## config.mk

```make
export PLATFORM = sky130hd
export DESIGN_NAME = ram_sp_clr
export DESIGN_NICKNAME = d
export VERILOG_FILES = /design/src/rtl/ram_pkg.sv /design/src/rtl/ram_clr_seq.sv /design/src/rtl/ram_sp_clr.sv
export SDC_FILE = /design/constraint.sdc
export NUM_CORES = 1
export LEC_CHECK = 0
export CORE_MARGIN = 3
export CORE_UTILIZATION = 45
export CTS_CLUSTER_DIAMETER = 100
export DETAILED_ROUTE_END_ITERATION = 16
export SLEW_MARGIN = 20
export SYNTH_ARGS = -nofsm -noshare
export SYNTH_HDL_FRONTEND = slang
export SYNTH_SLANG_ARGS = --single-unit
```

## constraint.sdc

```tcl
create_clock -name clk -period 6.2 [get_ports clk]
set_clock_uncertainty 0.15 [all_clocks]
set_input_delay 0.62 -clock clk [delete_from_list [all_inputs] [get_ports clk]]
set_output_delay 0.62 -clock clk [all_outputs]
set_load 0.1 [all_outputs]
```

## src/rtl/ram_pkg.sv

```systemverilog
// Shared types for the clearable single-port RAM.
//   rdw_mode_e  : read-during-write behaviour (old word or new data)
//   ram_state_e : clear sequencer states
package ram_pkg;
  typedef enum logic {RDW_OLD, RDW_NEW} rdw_mode_e;
  typedef enum logic {IDLE, CLEAR}      ram_state_e;
endpackage

```

## src/rtl/ram_clr_seq.sv

```systemverilog
// Clear sequencer: sweeps every address once after reset or on a clear
// request, then idles.
//   clk      : clock
//   reset    : sync active-high, (re)starts the sweep at address 0
//   clear    : sweep request, honoured only while idle
//   busy     : sweep in progress
//   clr_we   : write strobe for the sweep
//   clr_addr : address being cleared this cycle
module ram_clr_seq
  import ram_pkg::*;
#(
  parameter int ADDR_W = 5
) (
  input  logic              clk,
  input  logic              reset,
  input  logic              clear,
  output logic              busy,
  output logic              clr_we,
  output logic [ADDR_W-1:0] clr_addr
);

  ram_state_e        state_q, state_d;
  logic [ADDR_W-1:0] cnt_q, cnt_d;

  always_ff @(posedge clk) begin
    if (reset) begin
      state_q <= CLEAR;
      cnt_q   <= '0;
    end else begin
      state_q <= state_d;
      cnt_q   <= cnt_d;
    end
  end

  // DEPTH is a power of two, so the last word is cnt=='1; the counter
  // rolls back to 0 on that same edge, ready for the next sweep.
  always_comb begin
    state_d = state_q;
    cnt_d   = cnt_q;
    case (state_q)
      IDLE: begin
        if (clear) begin
          state_d = CLEAR;
          cnt_d   = '0;
        end
      end
      CLEAR: begin
        cnt_d = cnt_q + 1'b1;
        if (cnt_q == '1) state_d = IDLE;
      end
      default: state_d = IDLE;
    endcase
  end

  assign busy     = (state_q == CLEAR);
  assign clr_we   = busy;
  assign clr_addr = cnt_q;

endmodule

```

## src/rtl/ram_sp_clr.sv

```systemverilog
// Single-port synchronous RAM with built-in clear sweep.
//   clk, reset : clock, sync active-high reset (starts a sweep)
//   address    : word address for read and write
//   data, wren : write data / enable
//   rden       : read enable; q holds its value when no read completes
//   clear      : request a sweep of CLR_VAL into every word
//   busy       : sweep in progress, user access ignored
//   q, q_valid : read data and its one-cycle valid pulse
// Read latency is 1 cycle, or 2 with OUT_REG.
module ram_sp_clr
  import ram_pkg::*;
#(
  parameter int          DATA_W   = 3,
  parameter int          ADDR_W   = 5,
  parameter rdw_mode_e   RDW_MODE = RDW_OLD,
  parameter bit          OUT_REG  = 1'b0,
  parameter logic [DATA_W-1:0] CLR_VAL = '0
) (
  input  logic              clk,
  input  logic              reset,
  input  logic [ADDR_W-1:0] address,
  input  logic [DATA_W-1:0] data,
  input  logic              wren,
  input  logic              rden,
  input  logic              clear,
  output logic              busy,
  output logic [DATA_W-1:0] q,
  output logic              q_valid
);

  localparam int DEPTH  = 2 ** ADDR_W;
  localparam int STAGES = OUT_REG ? 2 : 1;

  logic              clr_we;
  logic [ADDR_W-1:0] clr_addr;

  ram_clr_seq #(.ADDR_W(ADDR_W)) u_seq (
    .clk      (clk),
    .reset    (reset),
    .clear    (clear),
    .busy     (busy),
    .clr_we   (clr_we),
    .clr_addr (clr_addr)
  );

  // Reset beats clear beats user access; a sweep locks out the user.
  logic acc_en, wr_en, rd_en;
  assign acc_en = ~busy & ~clear & ~reset;
  assign wr_en  = acc_en & wren;
  assign rd_en  = acc_en & rden;

  // One shared port: the sweep owns it while busy.
  logic              mem_we;
  logic [ADDR_W-1:0] mem_addr;
  logic [DATA_W-1:0] mem_wdata;
  assign mem_we    = clr_we | wr_en;
  assign mem_addr  = clr_we ? clr_addr : address;
  assign mem_wdata = clr_we ? CLR_VAL  : data;

  logic [DATA_W-1:0] mem [DEPTH];

  always_ff @(posedge clk) begin
    if (mem_we) mem[mem_addr] <= mem_wdata;
  end

  // Stage 1 is the RAM read register; further stages are the optional
  // output flop. Valid and data only advance on a valid, so q holds.
  logic [STAGES:1]             vld_pipe;
  logic [STAGES:1][DATA_W-1:0] dat_pipe;

  always_ff @(posedge clk) begin
    if (reset) begin
      vld_pipe <= '0;
      dat_pipe <= '0;
    end else begin
      vld_pipe[1] <= rd_en;
      if (rd_en)
        dat_pipe[1] <= (RDW_MODE == RDW_NEW && wren) ? data : mem[mem_addr];
      for (int s = 2; s <= STAGES; s++) begin
        vld_pipe[s] <= vld_pipe[s-1];
        if (vld_pipe[s-1]) dat_pipe[s] <= dat_pipe[s-1];
      end
    end
  end

  assign q       = dat_pipe[STAGES];
  assign q_valid = vld_pipe[STAGES];

endmodule
```

==> impl_metrics.yaml, run 1 <==
power:
  power_leakage_nw: 1.67
  pwr-share-comb: 0.072
  irDropWorstVdd_mv: 0.105
  seqPwrFrac: 0.618
  pwr-share-clk: 0.311
  power_density_nw_per_um2: 244
  p_int_w: 0.000966
  switching_power_w: 0.000305
  switching_share: 0.240
synth:
  synth_top_area_share: 0.606
  synth_fp_nets: 363
  synth_edf_count: 96
  ys_ff_latch: 106
  ys.flop_type: "edfxtp_1"
  synth_area_leaders: "edfxtp_1 61%, mux2i_1 5.1%, dfxtp_1 4.2%"
  synth_top_cell_by_area: "edfxtp_1"
  avgSynthCellArea_um2: 13.7
  seq_area_frac_synth: 0.648
  netlist_area_um2: 4760
  async_flop_share: 0
  ys_types: 44
  ys_warn_count: 0
  synthCells: 348
layout:
  area_growth_pct: 9.63
  drive_gt1_frac: 0.0765
  fin_util: 0.519
  stdcell_count: 499
  fillers: 834
  antennaDiodeCount: 0
  multi_input_area_um2: 1580
  mostFrequentLayoutCells: "96 x edfxtp_1, 43 x nor2_1, 30 x o21ai_0"
  fin_nets: 376
  layout_commonest_cell: "edfxtp_1"
  regArea_um2: 3080
cts:
  cts_buffers: 9
  post-cts-setup-buffers: 0
  cts-root-buf: "clkbuf_8"
  cts_max_level: 3
  clk_pin_slew_worst_paths_ps: 120
  cts.sinks: 106
  cts_tree: "yes"
  clock_latency_ps: 380
  cts_max_path_buffers: 2
  cts_hold_buf: 0
  cts_resized: 0
setup_path:
  worst-path-buf-inv: 2
  r2r_start: "u_seq.busy$_SDFF_PP1_"
  cp_data_arrival_time_ps: 2380
  path_class: "reg2out"
  start_kind: "flip-flop"
  reg2reg_depth: 4
  worstPathRequired_ps: 5430
  path_max_fanout: 52
  cp-end-kind: "primary output"
  cp_num_cells: 2
  crit_chain: "buf_4 > clkdlybuf4s50_1"
  cp_top_family: "buffers and inverters"
  slowest_stage: "clkdlybuf4s50_1"
  crit_start: "u_seq.busy$_SDFF_PP1_"
  cpPeakStageDelay_ps: 1230
status:
  status: "finished clean"
drt:
  vias: 3015
  ant_nets: 0
  wl_met2_um: 5140
  met3_length_um: 865
  drc: 0
  vias_per_cell: 6.04
  drtIter0Drc: 280
  routed.top_layer: "met4"
  dr.pass1.iters: 5
  routedWlPerCell_um: 22.0
  drt-total-wl_um: 11000
  met1_length_um: 4700
place:
  place.gp.congestion: 0.860
  place_inst: 483
  port_buffers: 17
  hpwlAfterDp_um: 7130
timing:
  setup_viol: 0
  rsz0062_at_grt: "no"
  fin_crit_sh: 0.508
  slew_viol_final: 0
  fmax_mhz: 318
  slew_headroom: 0.351
  min_period_ps: 3150
  hold_viol: 0
  setup_tns_ps: 0
  worstMarginPinSlew_ps: 970
floorplan:
  io_pins: 18
  fp.coreArea_um2: 10000
  die_area_um2: 11800
  die_h_um: 109
  initial_core_util: 0.473
  rows: 36
  die_x_um: 109
worst_hold_path:
  hp-start: "q[2]$_SDFFE_PP0P_"
  hp-class: "reg2reg"
  whs_path_depth: 2
global_route:
  grt_pass1_vias: 2955
  grt_first_pass_wirelength_um: 17100
  grt_use_total: 0.197
  overflow: 0
  antenna_found_initial: 0
  grt_max_degree: 53
run:
  cap_violations: 0
==> sequential cells by signal, indices dropped and copies added, names as in the netlist <==
| name | cells |
|---|---|
| mem | 96 |
| u_seq.busy | 1 |
| q_valid | 1 |
| q | 3 |
| u_seq.clr_addr | 5 |
==> metrics by stage <==
step | setup WS (ps) | total power [W] | hold WS [ps] | area (um^2)
4_1_cts | 3070 | 0.00127 | 401 | 5210
3_5_place_dp | 2690 | 0.000891 | 380 | 5030
5_1_grt | 2940 | 0.00131 | 416 | 5210
2_1_floorplan | 3300 | 0.000863 | 405 | 4760
3_3_place_gp | 2720 | 0.000891 | 381 | 5030
6_report | 3050 | 0.00127 | 401 | 5210
==> logic make-up after synthesis <==
kind of cell	after synthesis	share of synthesized area
flops	106	0.648
fa+ha+maj	2	0.00526
mux	35	0.104
compound gates	72	0.0931
simple gates	112	0.127
buf+inv	21	0.0218
==> final timing paths <==
check	to	slack, ps
min reg2reg	q[2]$_SDFFE_PP0P_	400
min	q[2]$_SDFFE_PP0P_	400
max reg2reg	mem[30][2]$_DFFE_PP_	3170
max	busy	3050
==> synth_stat cells (5+ instances only) <==
library cell / count
mux2i_1: 24
dfxtp_1: 10
edfxtp_1: 96
nor3_1: 5
nor2b_1: 17
nand2_1: 10
and3b_1: 5
nor2_1: 43
a21oi_1: 12
clkbuf_1: 10
o21ai_0: 30
nor3b_1: 9
buf_2: 5
a31oi_1: 5
o22ai_1: 11
mux4_1: 7
==> power by group through the flow <==
stage	sequential [W]	clock, W	combinational, W
after CTS	0.000784	0.000398	0.0000914
after global placement	0.000800	0	0.0000911
after floorplan	0.000794	0	0.0000686
after detailed placement	0.000800	0	0.0000910
after global routing	0.000786	0.000430	0.0000986
final	0.000784	0.000394	0.0000912
==> per-layer routing <==
layer  vias up  global-route usage
li1       1384                   -
met2       140               0.304
met5         -                   0
met4         0              0.0812
met1      1468               0.274
met3        23              0.0409
==> area by class of cell <==
type                            count  share of cell area
Clock buffer                       10              0.0245
Timing Repair Buffer               21              0.0384
Clock inverter                      6              0.0101
Inverter                            2             0.00144
Sequential cell                   106               0.591
Multi-Input combinational cell    221               0.302
Tap cell                          133              0.0319
==> worst min-delay path: stages, from the launching register on <==
cell	delay, ps
dfxtp_1	340
a21oi_1	130
a31oi_1	50
No activity file was read; power rests on OpenSTA's default activity.
==> run 2: changes to the inputs <==
clock period = 3.01 ns   (was 6.2 ns; I/O delays follow)
==> impl_metrics.yaml, run 2 (synthesis results as in run 1) <==
global_route:
  grtUsageMet3: 0.0485
  use_met2: 0.294
  grt_max_degree: 33
  grt_pass1_vias: 3019
  grt_use_total: 0.201
  antenna_found_initial: 0
  met1_usage: 0.281
  busiest_layer: "met2"
  grt_first_pass_wirelength_um: 17200
  overflow: 0
setup_path:
  r2r_slack_ps: 350
  cp-end-kind: "flip-flop"
  crit_end: "q[1]$_SDFFE_PP0P_"
  r2r_start: "u_seq.busy$_SDFF_PP1_"
  slowest_stage: "dfxtp_1"
  crit_chain: "mux2_4 > buf_4 > mux4_1 > nor2b_1 > a211oi_1 > a31oi_1"
  cp_data_arrival_time_ps: 2770
  path_max_fanout: 14
  rr_endpoint: "q[1]$_SDFFE_PP0P_"
  path_class: "reg2reg"
  cpPeakStageDelay_ps: 640
  start_kind: "flip-flop"
  crit_start: "u_seq.busy$_SDFF_PP1_"
  worstPathRequired_ps: 3120
  reg2reg_depth: 6
timing:
  fin_crit_sh: 0.883
  worstMarginPinSlew_ps: 590
  hold_viol: 0
  rsz0062_at_grt: "no"
  fmax_mhz: 376
  setup_tns_ps: 0
  slew_viol_final: 0
  fin_ws_ps: 352
  hold_slack_ps: 401
  min_period_ps: 2660
  setup_viol: 0
  slew_headroom: 0.605
cts:
  post-cts-setup-buffers: 0
  cts_max_path_buffers: 2
  clock_latency_ps: 380
  cts_resized: 0
  cts-root-buf: "clkbuf_8"
  cts.sinks: 106
  cts_tree: "yes"
  clk_pin_slew_worst_paths_ps: 110
  cts_buffers: 9
  cts_max_level: 3
  cts_hold_buf: 0
floorplan:
  initial_core_util: 0.473
  die_area_um2: 11800
  io_pins: 18
  rows: 36
  die_x_um: 109
  fp.coreArea_um2: 10000
  die_h_um: 109
place:
  place.gp.congestion: 0.824
  port_buffers: 17
  hpwlAfterDp_um: 7490
  post-place-ws_ps: 325
layout:
  antennaDiodeCount: 0
  largest_reg_flops: 96
  mostFrequentLayoutCells: "96 x edfxtp_1, 43 x nor2_1, 30 x o21ai_0"
  fin_nets: 394
  layout_commonest_cell: "edfxtp_1"
  drive_gt1_frac: 0.135
  area_growth_pct: 13.8
  regMostFlops: "mem"
power:
  power_density_nw_per_um2: 531
  irDropWorstVdd_mv: 0.203
  power_leakage_nw: 1.80
worst_hold_path:
  hp-class: "reg2reg"
drt:
  vias: 3082
  ant_nets: 0
  drtIter0Drc: 278
  dr.pass1.iters: 5
  drc: 0
  drt-total-wl_um: 11200
  routedWlPerCell_um: 21.6
  vias_per_cell: 5.96
run:
  cap_violations: 0
status:
  status: "finished clean"
==> run 2: layout make-up <==
cell class,count,area [um^2]
clock inverter,6,114
multi-input combinational,221,1580
timing repair buffer,39,335
sequential,106,3080
tap,133,166
clock buffer,10,128
fill,814,4630
inverter,2,7.51
==> run 2: worst max-delay path, delay by kind of cell (launching register included) <==
family | cells | cell delay, ps
multiplexers | 2 | 970
buffers and inverters | 1 | 230
flip-flops | 1 | 640
AO/OA/AOI/OAI | 2 | 400
AND/OR/NAND/NOR | 1 | 150
==> run 2: report_power, final <==
group	total, W	internal, W	switching, W
Clock	0.00104	0.000555	0.000483
Sequential	0.00161	0.00160	0.00000858
Combinational	0.000226	0.000100	0.000126
==> run 2: layer usage <==
metal	wire length, um	part of all wire	vias up
li1	-	-	1419
met5	0	0	-
met4	340	0.030	0
met3	765	0.068	26
met1	5030	0.45	1502
met2	5050	0.45	135
==> run 2: metrics by stage <==
step,cells,util,cell area (um^2),power [W]
final,517,0.539,5410,0.00287
after global routing,517,0.539,5410,0.00297
after CTS,517,0.539,5410,0.00289
after detailed placement,501,0.515,5170,0.00186
after global placement,501,0.515,5170,0.00186
after floorplan,348,-,4760,0.00178
==> run 2: worst min path at each step <==
stage	start	to	slack (ps)	cells after the start
final	q[2]$_SDFFE_PP0P_	q[2]$_SDFFE_PP0P_	400	2
after CTS	q[2]$_SDFFE_PP0P_	q[2]$_SDFFE_PP0P_	400	2
after global placement	q[1]$_SDFFE_PP0P_	q[1]$_SDFFE_PP0P_	380	2
after detailed placement	q[2]$_SDFFE_PP0P_	q[2]$_SDFFE_PP0P_	380	2
after floorplan	reset	u_seq.clr_addr[2]$_SDFFE_PP0P_	220	1
after global routing	q[2]$_SDFFE_PP0P_	q[2]$_SDFFE_PP0P_	440	2
==> run 3: changes to the inputs <==
CORE_MARGIN = default   (was 3)
REMOVE_ABC_BUFFERS = 1   (was default)
TNS_END_PERCENT = 1   (was default)
==> impl_metrics.yaml, run 3 (synthesis results as in run 1) <==
status:
  status: "finished clean"
power:
  power_leakage_nw: 1.75
  power_density_nw_per_um2: 485
  irDropWorstVdd_mv: 0.197
cts:
  cts_tree: "yes"
  cts_max_path_buffers: 2
  clk_pin_slew_worst_paths_ps: 90
  cts_buffers: 9
  cts_hold_buf: 0
  post-cts-setup-buffers: 0
  clock_latency_ps: 370
  cts_max_level: 3
  cts.sinks: 106
  cts-root-buf: "clkbuf_8"
  cts_resized: 0
timing:
  worstMarginPinSlew_ps: 669
  hold_viol: 0
  setup_tns_ps: 0
  fin_crit_sh: 0.843
  fmax_mhz: 394
  slew_headroom: 0.554
  rsz0062_at_grt: "no"
  min_period_ps: 2540
  slew_viol_final: 0
  setup_viol: 0
floorplan:
  fp.coreArea_um2: 10300
  die_h_um: 105
  die_area_um2: 11000
  initial_core_util: 0.463
  rows: 37
  io_pins: 18
  die_x_um: 105
setup_path:
  reg2reg_depth: 5
  cp_num_cells: 5
  cp_data_arrival_time_ps: 2430
  worstPathRequired_ps: 2900
  path_class: "reg2reg"
  path_max_fanout: 32
  cp_top_family: "simple AND/OR/NAND/NOR gates"
  cpPeakStageDelay_ps: 440
  cp-end-kind: "flip-flop"
  crit_chain: "buf_4 > mux2i_1 > buf_4 > nand3_1 > nor2_1"
  start_kind: "flip-flop"
  crit_top_cell: "buf_4"
  r2r_slack_ps: 470
  r2r_start: "u_seq.busy$_SDFF_PP1_"
  slowest_stage: "nor2_1"
  worst-path-buf-inv: 2
  rr_endpoint: "mem[12][0]$_DFFE_PP_"
  crit_start: "u_seq.busy$_SDFF_PP1_"
  crit_end: "mem[12][0]$_DFFE_PP_"
layout:
  area_growth_pct: 11.3
  drive_gt1_frac: 0.113
  layout_commonest_cell: "edfxtp_1"
  regMostFlops: "mem"
  mostFrequentLayoutCells: "96 x edfxtp_1, 43 x nor2_1, 30 x o21ai_0"
  largest_reg_flops: 96
  antennaDiodeCount: 0
  fin_nets: 390
  fin_util: 0.515
  fillers: 868
  fin_area_um2: 5290
place:
  hpwlAfterDp_um: 7360
  place.gp.congestion: 0.783
  port_buffers: 17
  postPlaceCellArea_um2: 5140
run:
  cap_violations: 0
drt:
  drtIter0Drc: 200
  drt-total-wl_um: 11000
  drc: 0
  dr.pass1.iters: 5
  vias: 2996
  routedWlPerCell_um: 21.3
  vias_per_cell: 5.82
  ant_nets: 0
global_route:
  overflow: 0
  grt_first_pass_wirelength_um: 17000
  grt_max_degree: 33
  antenna_found_initial: 0
  grt_pass1_vias: 2960
  grt_use_total: 0.214
worst_hold_path:
  hp-class: "reg2reg"
==> run 3: where the power goes <==
group	leakage, nW	internal (W)	switching (W)	total [W]
clock	0.0759	0.000296	0.000448	0.000743
combinational	0.694	0.0000948	0.000126	0.000221
sequential	0.977	0.00160	0.00000672	0.00160
==> run 3: how the worst min path moves through the flow <==
stage | from | end | cells after the start
floorplan | reset | u_seq.clr_addr[2]$_SDFFE_PP0P_ | 1
global placement | q[0]$_SDFFE_PP0P_ | q[0]$_SDFFE_PP0P_ | 2
detailed placement | q[0]$_SDFFE_PP0P_ | q[0]$_SDFFE_PP0P_ | 2
CTS | q[0]$_SDFFE_PP0P_ | q[0]$_SDFFE_PP0P_ | 2
global route | q[0]$_SDFFE_PP0P_ | q[0]$_SDFFE_PP0P_ | 2
finish | q[0]$_SDFFE_PP0P_ | q[0]$_SDFFE_PP0P_ | 2
==> run 3: area by class of cell <==
type / instances / area, um^2 / area share
clock inverter: 3 / 16.3 / 0.00307
inverter: 2 / 7.51 / 0.00142
timing repair buffer: 35 / 305 / 0.0577
multi-input combinational: 221 / 1580 / 0.298
sequential: 106 / 3080 / 0.582
tap: 136 / 170 / 0.0321
clock buffer: 12 / 135 / 0.0255
==> run 3: stage by stage <==
stage	hold WS, ps	total power, W	setup WS [ps]	std cells
6_report	369	0.00257	474	515
5_1_grt	405	0.00266	314	515
4_1_cts	368	0.00258	478	515
3_5_place_dp	355	0.00186	234	500
3_3_place_gp	370	0.00185	283	500
2_1_floorplan	220	0.00176	-664	329
==> run 3: layer usage <==
metal	up-vias	GRT usage	part of all wire	routed length, um
met3	18	0.0412	0.053	583
met5	-	0	0	0
met2	98	0.326	0.46	5020
met4	0	0.101	0.025	270
met1	1468	0.296	0.46	5100
li1	1412	-	-	-
==> run 3: worst reg2reg max path: cells and delay by family (launching register included) <==
kind	cells	cell delay, ps
and+or+nand+nor	2	870
buffers and inverters	2	550
DFF	1	410
muxes	1	230
